**config.mk**
```make
export PLATFORM = sky130hd
export DESIGN_NAME = display_scan_ctrl
export DESIGN_NICKNAME = d
export VERILOG_FILES = /design/src/rtl/display_pkg.sv /design/src/rtl/bin2bcd_seq.sv /design/src/rtl/display_scan_ctrl.sv
export SDC_FILE = /design/constraint.sdc
export NUM_CORES = 1
export LEC_CHECK = 0
export ABC_AREA = 1
export BUFFER_PORTS_ARGS = -buffer_cell sky130_fd_sc_hd__buf_4
export CORE_MARGIN = 10
export CORE_UTILIZATION = 59
export DETAILED_ROUTE_END_ITERATION = 12
export GPL_TIMING_DRIVEN = 0
export HOLD_SLACK_MARGIN = 0.08
export PLACE_DENSITY_LB_ADDON = 0.3
export SETUP_SLACK_MARGIN = 0.3
export SKIP_LAST_GASP = 1
export SLEW_MARGIN = 20
export SYNTH_ARGS = -nofsm -noshare
export SYNTH_HDL_FRONTEND = slang
export SYNTH_HIERARCHICAL = 1
export SYNTH_SLANG_ARGS = --single-unit
```
**constraint.sdc**
```tcl
create_clock -name clk -period 6.7 [get_ports clk]
set_input_delay 0.335 -clock clk [delete_from_list [all_inputs] [get_ports clk]]
set_output_delay 0.335 -clock clk [all_outputs]
set_load 0.01 [all_outputs]
```
**src/rtl/display_pkg.sv**
```systemverilog
// display_pkg: glyph table, display mode and blank constant shared by the scan controller
package display_pkg;
  typedef enum logic {MODE_HEX = 1'b0, MODE_DEC = 1'b1} mode_e;
  localparam logic [7:0] SEG_BLANK = 8'h00;
  // Active-high {a,b,c,d,e,f,g,dp}; entry 0 is the rightmost byte.
  localparam logic [15:0][7:0] GLYPH = {
    8'h8E, 8'h9E, 8'h7A, 8'h9C, 8'h3E, 8'hEE, 8'hE6, 8'hFE,
    8'hE0, 8'hBE, 8'hB6, 8'h66, 8'hF2, 8'hDA, 8'h60, 8'hFC
  };
endpackage

```
**src/rtl/bin2bcd_seq.sv**
```systemverilog
// bin2bcd_seq: iterative double-dabble converter, one shift per cycle
// Ports: start_i starts a conversion of bin_i when idle; busy_o is high for W cycles;
//        done_o marks the last busy cycle, during which bcd_o carries the final result.
module bin2bcd_seq #(
  parameter int W = 32,
  parameter int D = 10
) (
  input  logic           clk,
  input  logic           rst_n,
  input  logic           start_i,
  input  logic [W-1:0]   bin_i,
  output logic           busy_o,
  output logic           done_o,
  output logic [4*D-1:0] bcd_o
);
  localparam int CW = $clog2(W + 1);
  logic [W-1:0]   sh_q;
  logic [4*D-1:0] bcd_q, adj, bcd_d;
  logic [CW-1:0]  cnt_q;
  logic           busy_q;
  always_comb begin
    adj = bcd_q;
    for (int i = 0; i < D; i++)
      adj[4*i+:4] = bcd_q[4*i+:4] >= 4'd5 ? bcd_q[4*i+:4] + 4'd3 : bcd_q[4*i+:4];
    bcd_d = (adj << 1) | (4*D)'(sh_q[W-1]);
  end
  // The result is taken from the next-state value so the consumer can latch it on the
  // same edge that busy falls.
  assign bcd_o  = bcd_d;
  assign busy_o = busy_q;
  assign done_o = busy_q && cnt_q == CW'(1);
  always_ff @(posedge clk or negedge rst_n)
    if (!rst_n) begin
      sh_q   <= '0;
      bcd_q  <= '0;
      cnt_q  <= '0;
      busy_q <= 1'b0;
    end else if (busy_q) begin
      sh_q   <= sh_q << 1;
      bcd_q  <= bcd_d;
      cnt_q  <= cnt_q - 1'b1;
      busy_q <= !done_o;
    end else if (start_i) begin
      sh_q   <= bin_i;
      bcd_q  <= '0;
      cnt_q  <= CW'(W);
      busy_q <= 1'b1;
    end
endmodule

```
**src/rtl/display_scan_ctrl.sv**
```systemverilog
// display_scan_ctrl: multiplexed N-digit 7-segment scanner with hex/decimal display and PWM
// Ports: en blanks all outputs when low; load captures data_in (hex) or starts a decimal
//        conversion (mode=1); dp_mask/blank_lz/brightness shape the glyphs; seg/anode drive
//        the board; busy flags a conversion; overflow flags an out-of-range decimal load.
module display_scan_ctrl import display_pkg::*; #(
  parameter int N_DIGITS       = 8,
  parameter int TICK_DIV       = 100000,
  parameter int SEG_ACTIVE_LOW = 1,
  parameter int AN_ACTIVE_LOW  = 1
) (
  input  logic                  clk,
  input  logic                  rst_n,
  input  logic                  en,
  input  logic [4*N_DIGITS-1:0] data_in,
  input  logic                  load,
  input  logic                  mode,
  input  logic [N_DIGITS-1:0]   dp_mask,
  input  logic                  blank_lz,
  input  logic [3:0]            brightness,
  output logic [7:0]            seg,
  output logic [N_DIGITS-1:0]   anode,
  output logic                  busy,
  output logic                  overflow
);
  localparam int W    = 4 * N_DIGITS;
  localparam int D    = N_DIGITS + 2;
  localparam int SLOT = TICK_DIV / 16;
  localparam int PRW  = $clog2(TICK_DIV);
  localparam int IW   = N_DIGITS > 1 ? $clog2(N_DIGITS) : 1;
  localparam logic [7:0]          SEG_OFF = SEG_ACTIVE_LOW != 0 ? 8'hFF : 8'h00;
  localparam logic [N_DIGITS-1:0] AN_OFF  = AN_ACTIVE_LOW != 0 ? {N_DIGITS{1'b1}} : '0;
  logic [PRW-1:0]      pre_q, pre_d;
  logic [IW-1:0]       idx_q, idx_d;
  logic [W-1:0]        shown_q, shown_d;
  logic                ovf_q, ovf_d;
  logic [7:0]          seg_q, seg_d;
  logic [N_DIGITS-1:0] an_q, an_d;
  logic                start, conv_busy, conv_done;
  logic [4*D-1:0]      bcd;
  logic [N_DIGITS-1:0] nz;
  logic                acc, on;
  logic [3:0]          phase, dig;
  logic [7:0]          glyph;
  assign start = load && !conv_busy && mode == MODE_DEC;
  bin2bcd_seq #(.W(W), .D(D)) u_bcd (
    .clk    (clk),
    .rst_n  (rst_n),
    .start_i(start),
    .bin_i  (data_in),
    .busy_o (conv_busy),
    .done_o (conv_done),
    .bcd_o  (bcd)
  );
  always_comb begin
    pre_d   = pre_q;
    idx_d   = idx_q;
    shown_d = shown_q;
    ovf_d   = ovf_q;
    nz      = '0;
    acc     = 1'b0;
    if (en) begin
      pre_d = pre_q == PRW'(TICK_DIV - 1) ? '0 : pre_q + 1'b1;
      if (pre_q == PRW'(TICK_DIV - 1))
        idx_d = idx_q == IW'(N_DIGITS - 1) ? '0 : idx_q + 1'b1;
    end
    // The two extra BCD digits only ever hold range overflow.
    if (conv_done) begin
      ovf_d   = |bcd[4*D-1:W];
      shown_d = ovf_d ? {N_DIGITS{4'hE}} : bcd[W-1:0];
    end else if (load && !conv_busy && mode == MODE_HEX) begin
      shown_d = data_in;
      ovf_d   = 1'b0;
    end
    // nz[i]: digit i or any digit above it is nonzero.
    for (int i = N_DIGITS - 1; i >= 0; i--) begin
      acc   = acc | (|shown_q[4*i+:4]);
      nz[i] = acc;
    end
    phase = 4'(pre_q / PRW'(SLOT));
    dig   = shown_q[4*idx_q+:4];
    glyph = blank_lz && idx_q != '0 && !nz[idx_q] ? SEG_BLANK : GLYPH[dig];
    on    = en && phase <= brightness;
    seg_d = on ? {glyph[7:1], glyph[0] | dp_mask[idx_q]} ^ SEG_OFF : SEG_OFF;
    an_d  = on ? (N_DIGITS'(1) << idx_q) ^ AN_OFF : AN_OFF;
  end
  always_ff @(posedge clk or negedge rst_n)
    if (!rst_n) begin
      pre_q   <= '0;
      idx_q   <= '0;
      shown_q <= '0;
      ovf_q   <= 1'b0;
      seg_q   <= SEG_OFF;
      an_q    <= AN_OFF;
    end else begin
      pre_q   <= pre_d;
      idx_q   <= idx_d;
      shown_q <= shown_d;
      ovf_q   <= ovf_d;
      seg_q   <= seg_d;
      an_q    <= an_d;
    end
  assign seg      = seg_q;
  assign anode    = an_q;
  assign busy     = conv_busy;
  assign overflow = ovf_q;
endmodule

```
==> Yosys cells after proc, flatten, opt, wreduce, memory -nomap -nowiden <==
Memories as Yosys holds them, arrays and structs flattened.
Cells that the tools add are included.
{ "totals": {"n_memories": 1, "register_bits": 148, "input_bits": 50, "latch_bits": 0, "mem_bits_ro": 128, "word_cells": 111, "output_inout_bits": 18, "ramBits": 0} }
{ "classes": {"bitwise_logic": 12, "reduce_logical": 23, "n_eq_ne": 3, "magnitude_cmp": 13, "shift": 2, "muxes": 33, "n_addsub": 13, "n_mul": 0, "div": 1} }
{ "memory_table": {"columns": ["memory", "words", "width", "read_ports", "rd_ports_with_merged_regs", "write_ports", "line_no", "text"], "rows": [
  ["(name not given)", 16, 8, 1, 0, 0, "display_scan_ctrl.sv:81", "glyph = blank_lz && idx_q != '0 && !nz[idx_q] ? SEG_BLANK : GLYPH[dig];"]
]} }
{ "ops": {"columns": ["op", "n"], "rows": [
  ["two-way mux 32 bit", 5],
  ["two-way mux 40 bit", 2],
  [">= comparator 4 x 3 -> 1 bit, second input constant", 10],
  ["bitwise OR 40 x 1 -> 40 bit", 1],
  ["adder 4 x 2 -> 4 bit, second input constant", 9],
  ["two-way mux 4 bit", 9],
  ["two-way mux 8 bit", 4],
  ["OR reduction 4 bit", 8],
  ["variable part select 32 x 6 -> 4 bit", 1],
  ["adder 17 x 1 -> 17 bit, second input constant", 1],
  ["divider 17 x 13 -> 17 bit, second input constant", 1],
  ["== test 17 bit, second input constant", 1],
  ["two-way mux 17 bit", 1],
  ["NOT 8 bit", 2],
  ["two-way mux 6 bit", 2],
  ["bitwise OR 1 bit", 8],
  ["OR reduction 8 bit", 1],
  ["left shift 1 x 3 -> 8 bit, first input constant", 1],
  ["logical AND 1 bit", 7],
  ["binary-select mux 1 bit (select 3 bit)", 2],
  ["== test 6 x 1 -> 1 bit, second input constant", 1],
  ["two-way mux 1 bit", 6],
  ["two-way mux 3 bit", 2],
  ["subtractor 6 x 1 -> 6 bit, second input constant", 1],
  ["11 further kinds", 14]
]} }

==> Longest topological paths before layout <==
Gate-level depths: netlist (run 1).
{ "depth": {"word_depth": 16, "ltp_mapped": 51, "ltp_nobuf": 50} }

==> By module <==
Netlist (run 1), hierarchy kept.
{ "modules_own_cells": {"columns": ["mod", "instances", "area_per_inst_um2", "seq_area_each_um2", "cells_per_inst"], "rows": [
  ["display_scan_ctrl", 1, 5799.3, 1746.7, 873],
  ["bin2bcd_seq", 1, 4479.3, 1976.9, 571]
]} }

==> Worst setup path before layout (run 1) <==
Ideal clock, no wire load.
{ "synth_timing": {"path_type": "register to register", "start": "register pre_q[9]", "end": "register seg_q[2] (netlist: seg[2])", "path_slack_ns": 1.870, "setup_time_ns": 0.102, "t_arrival_ns": 4.728, "t_required_ns": 6.598, "path_stages_with_launch": 45, "cell_sequence": "dfrtp_1 -> buf_2 -> nand2_2 -> inv_2 -> nand3_1 -> nand2_1 -> nand2_1 -> nand3_2 -> nand2_2 -> nand2_1 -> inv_2 -> nand2_4 -> a21boi_4 -> nand3_4 -> buf_6 -> nand2_2 -> nand2_2 -> inv_2 -> (+9 left out) -> nand2_2 -> nand2_4 -> buf_6 -> nand2_1 -> nand2_1 -> nand4_1 -> nor2_1 -> nand2_1 -> a21oi_2 -> ha_1 -> nor2_1 -> o211ai_1 -> nand2_1 -> nand2_1 -> nand2_1 -> nor2_1 -> a22o_1 -> o311ai_0"} }
{ "synth_via": {"elab_chain_cells": 4} }
{ "synth_lines": {"columns": ["item", "line_no", "text"], "rows": [
  ["from (decl)", "display_scan_ctrl.sv:32", "logic [PRW-1:0] pre_q, pre_d;"],
  ["from (signal assigned)", "display_scan_ctrl.sv:95", "pre_q <= pre_d;"],
  ["divider 17 x 13 -> 17 bit", "display_scan_ctrl.sv:79", "phase = 4'(pre_q / PRW'(SLOT));"],
  ["<= comparator 4 bit", "display_scan_ctrl.sv:82", "on = en && phase <= brightness;"],
  ["logical AND 1 bit", "display_scan_ctrl.sv:82", null],
  ["two-way mux 8 bit", "display_scan_ctrl.sv:83", "seg_d = on ? {glyph[7:1], glyph[0] | dp_mask[idx_q]} ^ SEG_OFF : SEG_OFF;"],
  ["via seg_d[2]", "display_scan_ctrl.sv:36", "logic [7:0] seg_q, seg_d;"],
  ["to (signal assigned)", "display_scan_ctrl.sv:99", "seg_q <= seg_d;"],
  ["to (decl)", "display_scan_ctrl.sv:36", null]
]} }
The timed path passes the listed nets, and every way through them passes these cells.
A chain may end at the register's enable or synchronous reset.

==> Worst setup path after layout (run 1) <==
{ "layout_timing": {"start": "register pre_q[14]", "end": "register seg_q[2] (netlist: seg[2])"} }
Same word-level chain as after synthesis.

==> results by group, run 1 <==
Worst setup path
  • Max incr delay on CP: 0.35 ns
  • RR Startpoint: pre_q[14]
  • RR Endpoint: seg[2]
  • Crit path depth: 48
  • Flop2flop setup slack: 0.88 ns
  • Crit path from: pre_q[14]
  • CP dominant cell by count: nand2_1
  • CP Class: flip-flop to flip-flop
  • Arrival @ worst endpoint: 6.14 ns
  • Worst setup endpoint: seg[2]
  • CP Max Fanout: 10
  • Worst EP required: 7.03 ns
  • CP endpoint kind: flip-flop
  • Buf/Inv on CP: 7
  • Crit-path slowest cell: dfrtp_1
  • Startpoint Class: flip-flop
  • Reg2reg path depth: 48
  • CP delay by family, top: simple AND/OR/NAND/NOR gates

GRT
  • Total gr overflow: 0
  • First-pass GRT wire length: 47300 um
  • GR Util All Layers: 0.242
  • Initial antenna violation count: 0
  • Largest net degree at the start of global routing: 100
  • Vias in the first global route: 9672

Die
  • Row count: 48
  • Die footprint: 23100 um2
  • Die H: 152 um
  • Starting Density: 0.598
  • Io pins: 68
  • Die width: 152 um
  • CORE AREA: 17200 um2

Pwr
  • Clk pwr share: 0.218
  • Switching share of power: 0.439
  • Gate power share: 0.479
  • P_sw: 2220 uW
  • Sequential share of power: 0.302
  • Leakage: 0.00579 uW
  • Total power: 5050 uW
  • Max VDD drop: 0.300 mV
  • Power Density: 427 nW/um2
  • Int Power: 2830 uW

Clocking
  • Worst-path clk slew: 0.06 ns
  • CTS tree: yes
  • Clock Path Buffers: 2
  • TritonCTS Sinks: 148
  • CTS H-tree depth: 4
  • Clock root buffer master: clkbuf_16
  • CTS Buf Count: 17
  • Clock latency on the worst-skew pair: 0.43 ns

Logic synthesis
  • Area leader, netlist: dfrtp_1
  • Synth top area share: 0.321
  • Asr flop ratio synth: 1.00
  • Synth Register Bits: 148
  • Mapped Avg Cell Area: 7.12 um2
  • Commonest cells post-synth: nand2_1, inv_1, dfrtp_1
  • Mapped cell area: 10300 um2
  • Syn_nets: 1534
  • Number of synthesized flops with an enable pin: 0
  • Yosys cell types: 55
  • Ranking of synthesized cells by area: dfrtp_1, nand2_1, o21ai_0, inv_1, nand3_1
  • Yosys warns: 6
  • Mapped Cells: 1444
  • Top-count cell post-synth: nand2_1
  • Sequential fraction of the synthesis area: 0.362
  • Top_reg_cell synth: dfrtp_1

Finish
  • Ant diodes: 0
  • Layout net count: 1628
  • Ratio of cells with drive above 1 in the final layout: 0.138
  • Syn-to-layout area delta: 15.2%

STA
  • Min cycle time layout: 5.82 ns
  • Final Hold Vio Count: 0
  • Actual slew at the worst max-slew pin: 0.802 ns
  • Tcrit/Tclk final: 0.868
  • Max Clk Rate: 172 MHz
  • Setup ws final: 0.884 ns
  • Skew final: 0.00638 ns
  • Final Max Tran Viols: 0
  • RSZ-0062 raised after global routing: false
  • Setup TNS: 0 ns
  • Final setup violation count: 0
  • Worst rel slew slack: 0.466

Route
  • Vias per Instance: 5.80
  • Final antenna-violating net count: 0
  • First DRT Iteration DRCs: 1061
  • Via count: 10305
  • First-pass detailed-route iteration total: 6
  • Drt drc: 0
  • WL final: 28900 um
  • WL per Instance: 16.3 um

Run
  • Number of max-cap violations: 0

Place
  • PortBufs: 66
  • Post-Place Worst Slack: 0.725 ns
  • DP HPWL: 21500 um
  • GPL Wtd Cong: 0.964

Worst hold path
  • Worst hold path class: primary input to flip-flop
  • Hold Path Stages: 3

Status
  • Status: finished clean
[state kept, by name (all words and copies together) (netlist names)]
register,cells
shown_q,32
seg,8
overflow,1
u_bcd/cnt_q,6
idx_q,3
u_bcd/busy_o,1
pre_q,17
anode,8
u_bcd/bcd_q,40
u_bcd/sh_q,32
[power groups by stage]
stage | clock (uW) | sequential [uW] | combinational (uW)
after floorplan | 0 | 1460 | 1810
after global placement | 0 | 1520 | 2290
after detailed placement | 0 | 1530 | 2370
after CTS | 1110 | 1510 | 2390
after global routing | 1150 | 1560 | 2750
final | 1100 | 1530 | 2420
[worst register-to-register path, delay by kind of cell (launching register included)]
family | cells | cell delay (ns)
buffers and inverters | 7 | 0.83
and+or+nand+nor | 35 | 3.47
adders and majority gates | 1 | 0.16
AOI/OAI and AO/OA | 5 | 0.91
DFF | 1 | 0.35
[timing repair]
action / CTS / global route
endpoints found under the hold margin: 44 / 0
gates resized for setup: 0 / 4
buffers inserted: 0 / 6
hold buffers: 1 / 0
endpoints found under the setup margin: 0 / 6
[layer usage]
layer,part of all wire,global-route usage,vias up
li1,-,-,4964
met1,0.44,0.324,4815
met2,0.45,0.379,453
met3,0.084,0.0567,73
met4,0.026,0.0779,0
met5,0,0,-
[area by class of cell]
class,count,area (um2)
Tap cell,225,282
Inverter,173,649
Timing Repair Buffer,74,586
Multi-Input combinational cell,1072,5640
Fill cell,1458,5340
Sequential cell,148,3720
Clock inverter,14,249
Buffer,52,284
Clock buffer,18,429
[worst min path at each step]
stage / from / to / slack (ns)
2_1_floorplan: rst_n / idx_q[0] / 0.04
3_3_place_gp: u_bcd/cnt_q[5] / u_bcd/cnt_q[5] / 0.44
3_5_place_dp: rst_n / u_bcd/bcd_q[21] / 0.27
4_1_cts: data_in[31] / u_bcd/sh_q[31] / 0.12
5_1_grt: data_in[31] / u_bcd/sh_q[31] / 0.14
6_report: data_in[31] / u_bcd/sh_q[31] / 0.14
[placed cells by master (no fill, tap or decap), types with 20 or more instances in the layout]
master    synthesis  final
a21oi_1          37     37
and2_1           20     20
buf_4             3     74
clkbuf_1         25     26
dfrtp_1         132    132
ha_1             40     40
inv_1           156    155
nand2_1         421    421
nand3_1         106    106
nand4_1          40     40
nor2_1           75     74
nor3_1           47     47
o211ai_1         25     25
o21ai_0         118    118
[metrics by stage]
stage	util	area [um2]	hold slack, ns	instances
3_3_place_gp	0.644	11100	0.441	1735
6_report	0.689	11800	0.140	1776
5_1_grt	0.689	11800	0.138	1776
3_5_place_dp	0.646	11100	0.274	1736
4_1_cts	0.686	11800	0.124	1769
2_1_floorplan	-	10300	0.0394	1444
[cells by family (layout without fill, tap and decap cells)]
| logic type | after synthesis | after routing | synth area share |
|---|---|---|---|
| buf+inv | 225 | 331 | 0.0908 |
| xor+xnor | 21 | 21 | 0.0179 |
| compound gates | 250 | 251 | 0.146 |
| simple gates | 760 | 760 | 0.334 |
| fa+ha+maj | 40 | 40 | 0.0487 |
| flops | 148 | 148 | 0.362 |
Note: power is estimated with default switching activity, not from simulation.
==> run 2, diff against run 1 <==
--- a/config.mk
+++ b/config.mk
@@ -7,13 +7,13 @@
 export LEC_CHECK = 0
 export ABC_AREA = 1
 export BUFFER_PORTS_ARGS = -buffer_cell sky130_fd_sc_hd__buf_4
-export CORE_MARGIN = 10
+export CORE_MARGIN = 4
 export CORE_UTILIZATION = 59
 export DETAILED_ROUTE_END_ITERATION = 12
-export GPL_TIMING_DRIVEN = 0
 export HOLD_SLACK_MARGIN = 0.08
 export PLACE_DENSITY_LB_ADDON = 0.3
 export SETUP_SLACK_MARGIN = 0.3
+export SKIP_CTS_REPAIR_TIMING = 1
 export SKIP_LAST_GASP = 1
 export SLEW_MARGIN = 20
 export SYNTH_ARGS = -nofsm -noshare
==> results by group, run 2 (same netlist as run 1, synthesis figures left out) <==
STA
  • Final setup violation count: 0 (unchanged)
  • Skew final: 0.00922 ns (was 0.00638 ns)
  • Actual slew at the worst max-slew pin: 0.993 ns (was 0.802 ns)
  • Setup ws final: 0.950 ns (was 0.884 ns)
  • RSZ-0062 raised after global routing: false (unchanged)
  • Worst rel slew slack: 0.334 (was 0.466)
  • Tcrit/Tclk final: 0.858 (was 0.868)
  • Min cycle time layout: 5.75 ns (was 5.82 ns)
  • Max Clk Rate: 174 MHz (was 172 MHz)
  • Final Max Tran Viols: 0 (unchanged)
  • Setup TNS: 0 ns (unchanged)
  • Final Hold Vio Count: 0 (unchanged)

Finish
  • Largest register by flop count: u_bcd/bcd_q (unchanged)
  • Commonest non-fill, non-tap cell in the layout: nand2_1 (unchanged)
  • Largest registers: u_bcd/bcd_q (40), shown_q (32), u_bcd/sh_q (32) (unchanged)
  • Syn-to-layout area delta: 10.9% (was 15.2%)
  • Layout net count: 1578 (was 1628)
  • Ratio of cells with drive above 1 in the final layout: 0.127 (was 0.138)
  • Commonest cells after routing, fill and taps aside: nand2_1, inv_1, dfrtp_1 (unchanged)
  • Ant diodes: 0 (unchanged)
  • Largest register FFs: 40 (unchanged)

Clocking
  • Clock root buffer master: clkbuf_16 (unchanged)
  • CTS tree: yes (unchanged)
  • Clock latency on the worst-skew pair: 0.43 ns (about the same)
  • CTS H-tree depth: 4 (unchanged)
  • TritonCTS Sinks: 148 (unchanged)
  • Worst-path clk slew: 0.06 ns (about the same)
  • CTS Buf Count: 17 (unchanged)
  • Clock Path Buffers: 2 (unchanged)

GRT
  • Global routing's busiest layer: met2 (unchanged)
  • GR Util All Layers: 0.269 (was 0.242)
  • Total gr overflow: 0 (unchanged)
  • Grt met1 use: 0.378 (was 0.324)
  • First-pass GRT wire length: 43800 um (was 47300 um)
  • Met3 usage: 0.0477 (was 0.0567)
  • Largest net degree at the start of global routing: 77 (was 100)
  • Vias in the first global route: 9068 (was 9672)
  • Initial antenna violation count: 0 (unchanged)
  • Met2 usage: 0.430 (was 0.379)

Route
  • First DRT Iteration DRCs: 906 (was 1061)
  • WL final: 26400 um (was 28900 um)
  • Via count: 9929 (was 10305)
  • First-pass detailed-route iteration total: 5 (was 6)
  • Vias per Instance: 5.77 (was 5.80)
  • Drt drc: 0 (unchanged)
  • WL per Instance: 15.3 um (was 16.3 um)
  • Final antenna-violating net count: 0 (unchanged)

Worst setup path
  • Startpoint Class: flip-flop (unchanged)
  • Crit-path slowest cell: dfrtp_1 (unchanged)
  • Arrival @ worst endpoint: 6.07 ns (was 6.14 ns)
  • Max incr delay on CP: 0.43 ns (was 0.35 ns)
  • CP Max Fanout: 18 (was 10)
  • CP dominant cell by count: nand2_1 (unchanged)
  • CP Class: flip-flop to flip-flop (unchanged)
  • Worst EP required: 7.02 ns (was 7.03 ns)
  • CP endpoint kind: flip-flop (unchanged)
  • Reg2reg path depth: 39 (was 48)
  • Flop2flop setup slack: 0.95 ns (was 0.88 ns)

Place
  • Post-Place Worst Slack: 0.846 ns (was 0.725 ns)
  • DP HPWL: 18900 um (was 21500 um)
  • GPL Wtd Cong: 0.940 (was 0.964)
  • PortBufs: 67 (was 66)

Die
  • Io pins: 68 (unchanged)
  • Die H: 140 um (was 152 um)
  • Die width: 140 um (was 152 um)
  • Die footprint: 19600 um2 (was 23100 um2)
  • Row count: 47 (was 48)
  • CORE AREA: 16800 um2 (was 17200 um2)
  • Starting Density: 0.611 (was 0.598)

Pwr
  • Leakage: 0.00557 uW (was 0.00579 uW)
  • Max VDD drop: 0.495 mV (was 0.300 mV)
  • Total power: 4720 uW (was 5050 uW)
  • Power Density: 414 nW/um2 (was 427 nW/um2)

Run
  • Number of max-cap violations: 0 (unchanged)

Worst hold path
  • Hold Path Stages: 3 (unchanged)
  • Worst hold path class: primary input to flip-flop (unchanged)

Status
  • Status: finished clean (unchanged)
[run 2: worst paths after layout]
check / from / endpoint
setup / recovery: pre_q[8] / seg[2]
hold / removal: data_in[0] / u_bcd/sh_q[0]
setup reg to reg: pre_q[8] / seg[2]
hold reg to reg: u_bcd/cnt_q[5] / u_bcd/cnt_q[5]
max in group asynchronous: rst_n / u_bcd/busy_o
min in group asynchronous: rst_n / u_bcd/bcd_q[9]
[run 2: worst max-delay path: cells and delay by family, from the launching register on]
family,cells,cell delay [ns]
xor+xnor,1,0.14
compound gates,7,1.53
fa+ha+maj,1,0.15
buf+inv,4,0.48
flops,1,0.43
simple gates,26,2.93
[run 2: power breakdown]
group,switching (uW),internal [uW],leakage (uW),total [uW]
clock network,367,503,0.000269,870
registers,289,1250,0.00179,1540
logic,1480,831,0.00351,2310
[run 2: metrics by stage]
stage	util	hold slack (ns)	instance area (um2)	std cells
6_report	0.678	0.125	11400	1721
3_5_place_dp	0.643	0.397	10800	1684
5_1_grt	0.678	0.137	11400	1721
2_1_floorplan	-	0.0394	10300	1444
4_1_cts	0.675	-0.0518	11300	1716
3_3_place_gp	0.643	0.394	10800	1684
[run 2: layer usage]
metal	routed length [um]	up-vias	share of wire
met3	1890	32	0.072
met1	11800	4636	0.45
met2	12200	394	0.46
li1	-	4867	-
met4	516	0	0.020
met5	0	-	0
[run 2: layout make-up]
class / instances / area, um2
multi-input combinational: 1071 / 5630
inverter: 173 / 653
clock buffer: 24 / 482
tap: 220 / 275
fill: 1457 / 5420
clock inverter: 8 / 50.0
timing repair buffer: 77 / 584
sequential: 148 / 3720
==> run 3, diff against run 2 <==
--- a/config.mk
+++ b/config.mk
@@ -5,7 +5,6 @@
 export SDC_FILE = /design/constraint.sdc
 export NUM_CORES = 1
 export LEC_CHECK = 0
-export ABC_AREA = 1
 export BUFFER_PORTS_ARGS = -buffer_cell sky130_fd_sc_hd__buf_4
 export CORE_MARGIN = 4
 export CORE_UTILIZATION = 59
==> results by group, run 3 <==
STA
  • RSZ-0062 raised after global routing: false (unchanged)
  • Actual slew at the worst max-slew pin: 1.00 ns (was 0.993 ns)
  • Setup TNS: 0 ns (unchanged)
  • Tcrit/Tclk final: 0.836 (was 0.858)
  • Skew final: 0.0172 ns (was 0.00922 ns)
  • Worst rel slew slack: 0.331 (was 0.334)
  • Min cycle time layout: 5.60 ns (was 5.75 ns)
  • Max Clk Rate: 179 MHz (was 174 MHz)
  • Final setup violation count: 0 (unchanged)
  • Final Max Tran Viols: 0 (unchanged)
  • Final Hold Vio Count: 0 (unchanged)

Worst setup path
  • RR Endpoint: seg[3] (was seg[2])
  • Flop2flop setup slack: 1.10 ns (was 0.95 ns)
  • Crit path from: pre_q[14] (was pre_q[8])
  • Worst EP required: 7.06 ns (was 7.02 ns)
  • Startpoint Class: flip-flop (unchanged)
  • CP delay by family, top: compound AO/OA/AOI/OAI gates (was simple AND/OR/NAND/NOR gates)
  • RR Startpoint: pre_q[14] (was pre_q[8])
  • Buf/Inv on CP: 1 (was 4)
  • CP endpoint kind: flip-flop (unchanged)
  • CP Cell Sequence: nor4_4, o21ai_1, nor4bb_1, a211o_1, nor2_4, inv_2, a31o_1, a211o_1, o21ba_2, o32a_1, nor3_2, o311ai_2, a21o_1, ha_1, nor2b_1, o21ai_0, nand2b_1, a21oi_1, a41o_1, and2_1, nand2_1, a211o_1
  • Crit-path slowest cell: nor4_4 (was dfrtp_1)
  • Max incr delay on CP: 0.59 ns (was 0.43 ns)
  • CP dominant cell by count: a211o_1 (was nand2_1)
  • Arrival @ worst endpoint: 5.96 ns (was 6.07 ns)
  • CP Max Fanout: 15 (was 18)
  • CP Class: flip-flop to flip-flop (unchanged)
  • Reg2reg path depth: 22 (was 39)

Logic synthesis
  • Yosys warns: 6 (unchanged)
  • Mapped Avg Cell Area: 8.68 um2 (was 7.12 um2)
  • Synth Register Bits: 148 (unchanged)
  • Mapped cell area: 10800 um2 (was 10300 um2)
  • Synth top area share: 0.307 (was 0.321)
  • Syn_nets: 1331 (was 1534)
  • Top-count cell post-synth: dfrtp_1 (was nand2_1)
  • Area leader, netlist: dfrtp_1 (unchanged)
  • Ranking of synthesized cells by area: dfrtp_1, ha_1, mux2i_1, nand2_1, o21ai_0 (was dfrtp_1, nand2_1, o21ai_0, inv_1, nand3_1)
  • Asr flop ratio synth: 1.00 (unchanged)
  • Top_reg_cell synth: dfrtp_1 (unchanged)
  • Commonest cells post-synth: dfrtp_1, nand2_1, o21ai_0 (was nand2_1, inv_1, dfrtp_1)
  • Mapped Cells: 1241 (was 1444)
  • Sequential fraction of the synthesis area: 0.346 (was 0.362)
  • Number of synthesized flops with an enable pin: 0 (unchanged)
  • Yosys cell types: 93 (was 55)

GRT
  • Total gr overflow: 0 (unchanged)
  • Grt met1 use: 0.353 (was 0.378)
  • Initial antenna violation count: 0 (unchanged)
  • Met3 usage: 0.0425 (was 0.0477)
  • Largest net degree at the start of global routing: 98 (was 77)
  • Met2 usage: 0.403 (was 0.430)
  • First-pass GRT wire length: 42300 um (was 43800 um)
  • Vias in the first global route: 8740 (was 9068)
  • GR Util All Layers: 0.251 (was 0.269)
  • Global routing's busiest layer: met2 (unchanged)

Finish
  • Layout Cells excl Fill: 1478 (was 1721)
  • Ratio of cells with drive above 1 in the final layout: 0.132 (was 0.127)
  • Syn-to-layout area delta: 9.52% (was 10.9%)
  • Ant diodes: 0 (unchanged)
  • Largest registers: u_bcd/bcd_q (40), shown_q (32), u_bcd/sh_q (32) (unchanged)
  • Commonest cells after routing, fill and taps aside: nand2_1, dfrtp_1, o21ai_0 (was nand2_1, inv_1, dfrtp_1)
  • Largest register by flop count: u_bcd/bcd_q (unchanged)
  • Largest register FFs: 40 (unchanged)
  • Layout net count: 1326 (was 1578)

Worst hold path
  • Min-delay src: data_in[0] (unchanged)
  • Worst hold path class: primary input to flip-flop (unchanged)
  • Min-Delay Endpoint: u_bcd/sh_q[0] (unchanged)
  • Hold Path Stages: 3 (unchanged)

Route
  • First-pass detailed-route iteration total: 5 (unchanged)
  • First DRT Iteration DRCs: 906 (unchanged)
  • Via count: 9263 (was 9929)
  • WL per Instance: 17.3 um (was 15.3 um)
  • Drt drc: 0 (unchanged)
  • WL final: 25500 um (was 26400 um)
  • Vias per Instance: 6.27 (was 5.77)
  • Final antenna-violating net count: 0 (unchanged)

Place
  • PortBufs: 67 (unchanged)
  • Placed cells: 1445 (was 1684)
  • DP HPWL: 17500 um (was 18900 um)
  • GPL Wtd Cong: 0.918 (was 0.940)

Clocking
  • Clock latency on the worst-skew pair: 0.43 ns (about the same)
  • Clock root buffer master: clkbuf_16 (unchanged)
  • CTS H-tree depth: 4 (unchanged)
  • Clock Path Buffers: 2 (unchanged)
  • CTS Buf Count: 17 (unchanged)
  • CTS tree: yes (unchanged)
  • TritonCTS Sinks: 148 (unchanged)
  • Worst-path clk slew: 0.07 ns (was 0.06 ns)

Pwr
  • Sequential share of power: 0.352 (was 0.327)
  • Int Power: 2760 uW (was 2590 uW)
  • P_sw: 1920 uW (was 2130 uW)
  • Switching share of power: 0.410 (was 0.452)
  • Max VDD drop: 0.256 mV (was 0.495 mV)
  • Gate power share: 0.419 (was 0.489)
  • Leakage: 0.00495 uW (was 0.00557 uW)
  • Clk pwr share: 0.229 (was 0.184)
  • Power Density: 397 nW/um2 (was 414 nW/um2)
  • Total power: 4680 uW (was 4720 uW)

Die
  • Row count: 49 (was 47)
  • Die H: 143 um (was 140 um)
  • Die footprint: 20500 um2 (was 19600 um2)
  • Die width: 143 um (was 140 um)
  • Starting Density: 0.600 (was 0.611)
  • Io pins: 68 (unchanged)
  • CORE AREA: 18000 um2 (was 16800 um2)

Status
  • Status: finished clean (unchanged)

Run
  • Number of max-cap violations: 0 (unchanged)
==> run 3: worst max path at each step <==
stage                   to  cells after the start
CTS                 seg[3]                     22
finish              seg[3]                     22
global route        seg[2]                     24
detailed placement  seg[3]                     22
global placement    seg[3]                     22
floorplan           seg[3]                     26
==> run 3: layout make-up <==
cell class	count	area [um2]
multi-input cells	948	6390
fillers	1481	6160
flip-flops and latches	148	3730
repair buffers	75	569
clock buffers	17	425
well taps	229	287
clock inverters	15	231
inverters	46	174
==> run 3: power by group through the flow <==
stage               combinational [uW]  sequential, uW  clock (uW)
global route                      2220            1700        1120
finish                            1960            1650        1070
detailed placement                1940            1640           0
CTS                               1960            1630        1090
floorplan                         1720            1430           0
global placement                  1890            1630           0
==> run 3: worst min-delay path: stages <==
cell and delay, ns:
buf_4 0.09, mux2i_1 0.07, nor2_1 0.08
==> run 3: cell families after synthesis <==
| family | count (synthesis) | synth area share |
|---|---|---|
| compound gates | 358 | 0.233 |
| xor+xnor | 37 | 0.0301 |
| fa+ha+maj | 41 | 0.0474 |
| buf+inv | 145 | 0.0628 |
| flops | 148 | 0.346 |
| mux | 62 | 0.0694 |
| simple gates | 450 | 0.212 |
==> run 3: through the flow <==
stage	util	hold slack [ns]	setup WS (ns)	area, um2
after detailed placement	0.620	0.472	1.16	11100
after global routing	0.657	0.166	0.541	11800
after global placement	0.620	0.457	1.29	11100
final	0.657	0.182	1.10	11800
after CTS	0.656	-0.00188	1.15	11800
after floorplan	-	0.0394	1.91	10800
==> run 3: layer usage <==
layer	vias to the layer above	wire length [um]
met5	-	0
met4	0	454
met3	43	1480
met2	279	12200
met1	4427	11400
li1	4514	-
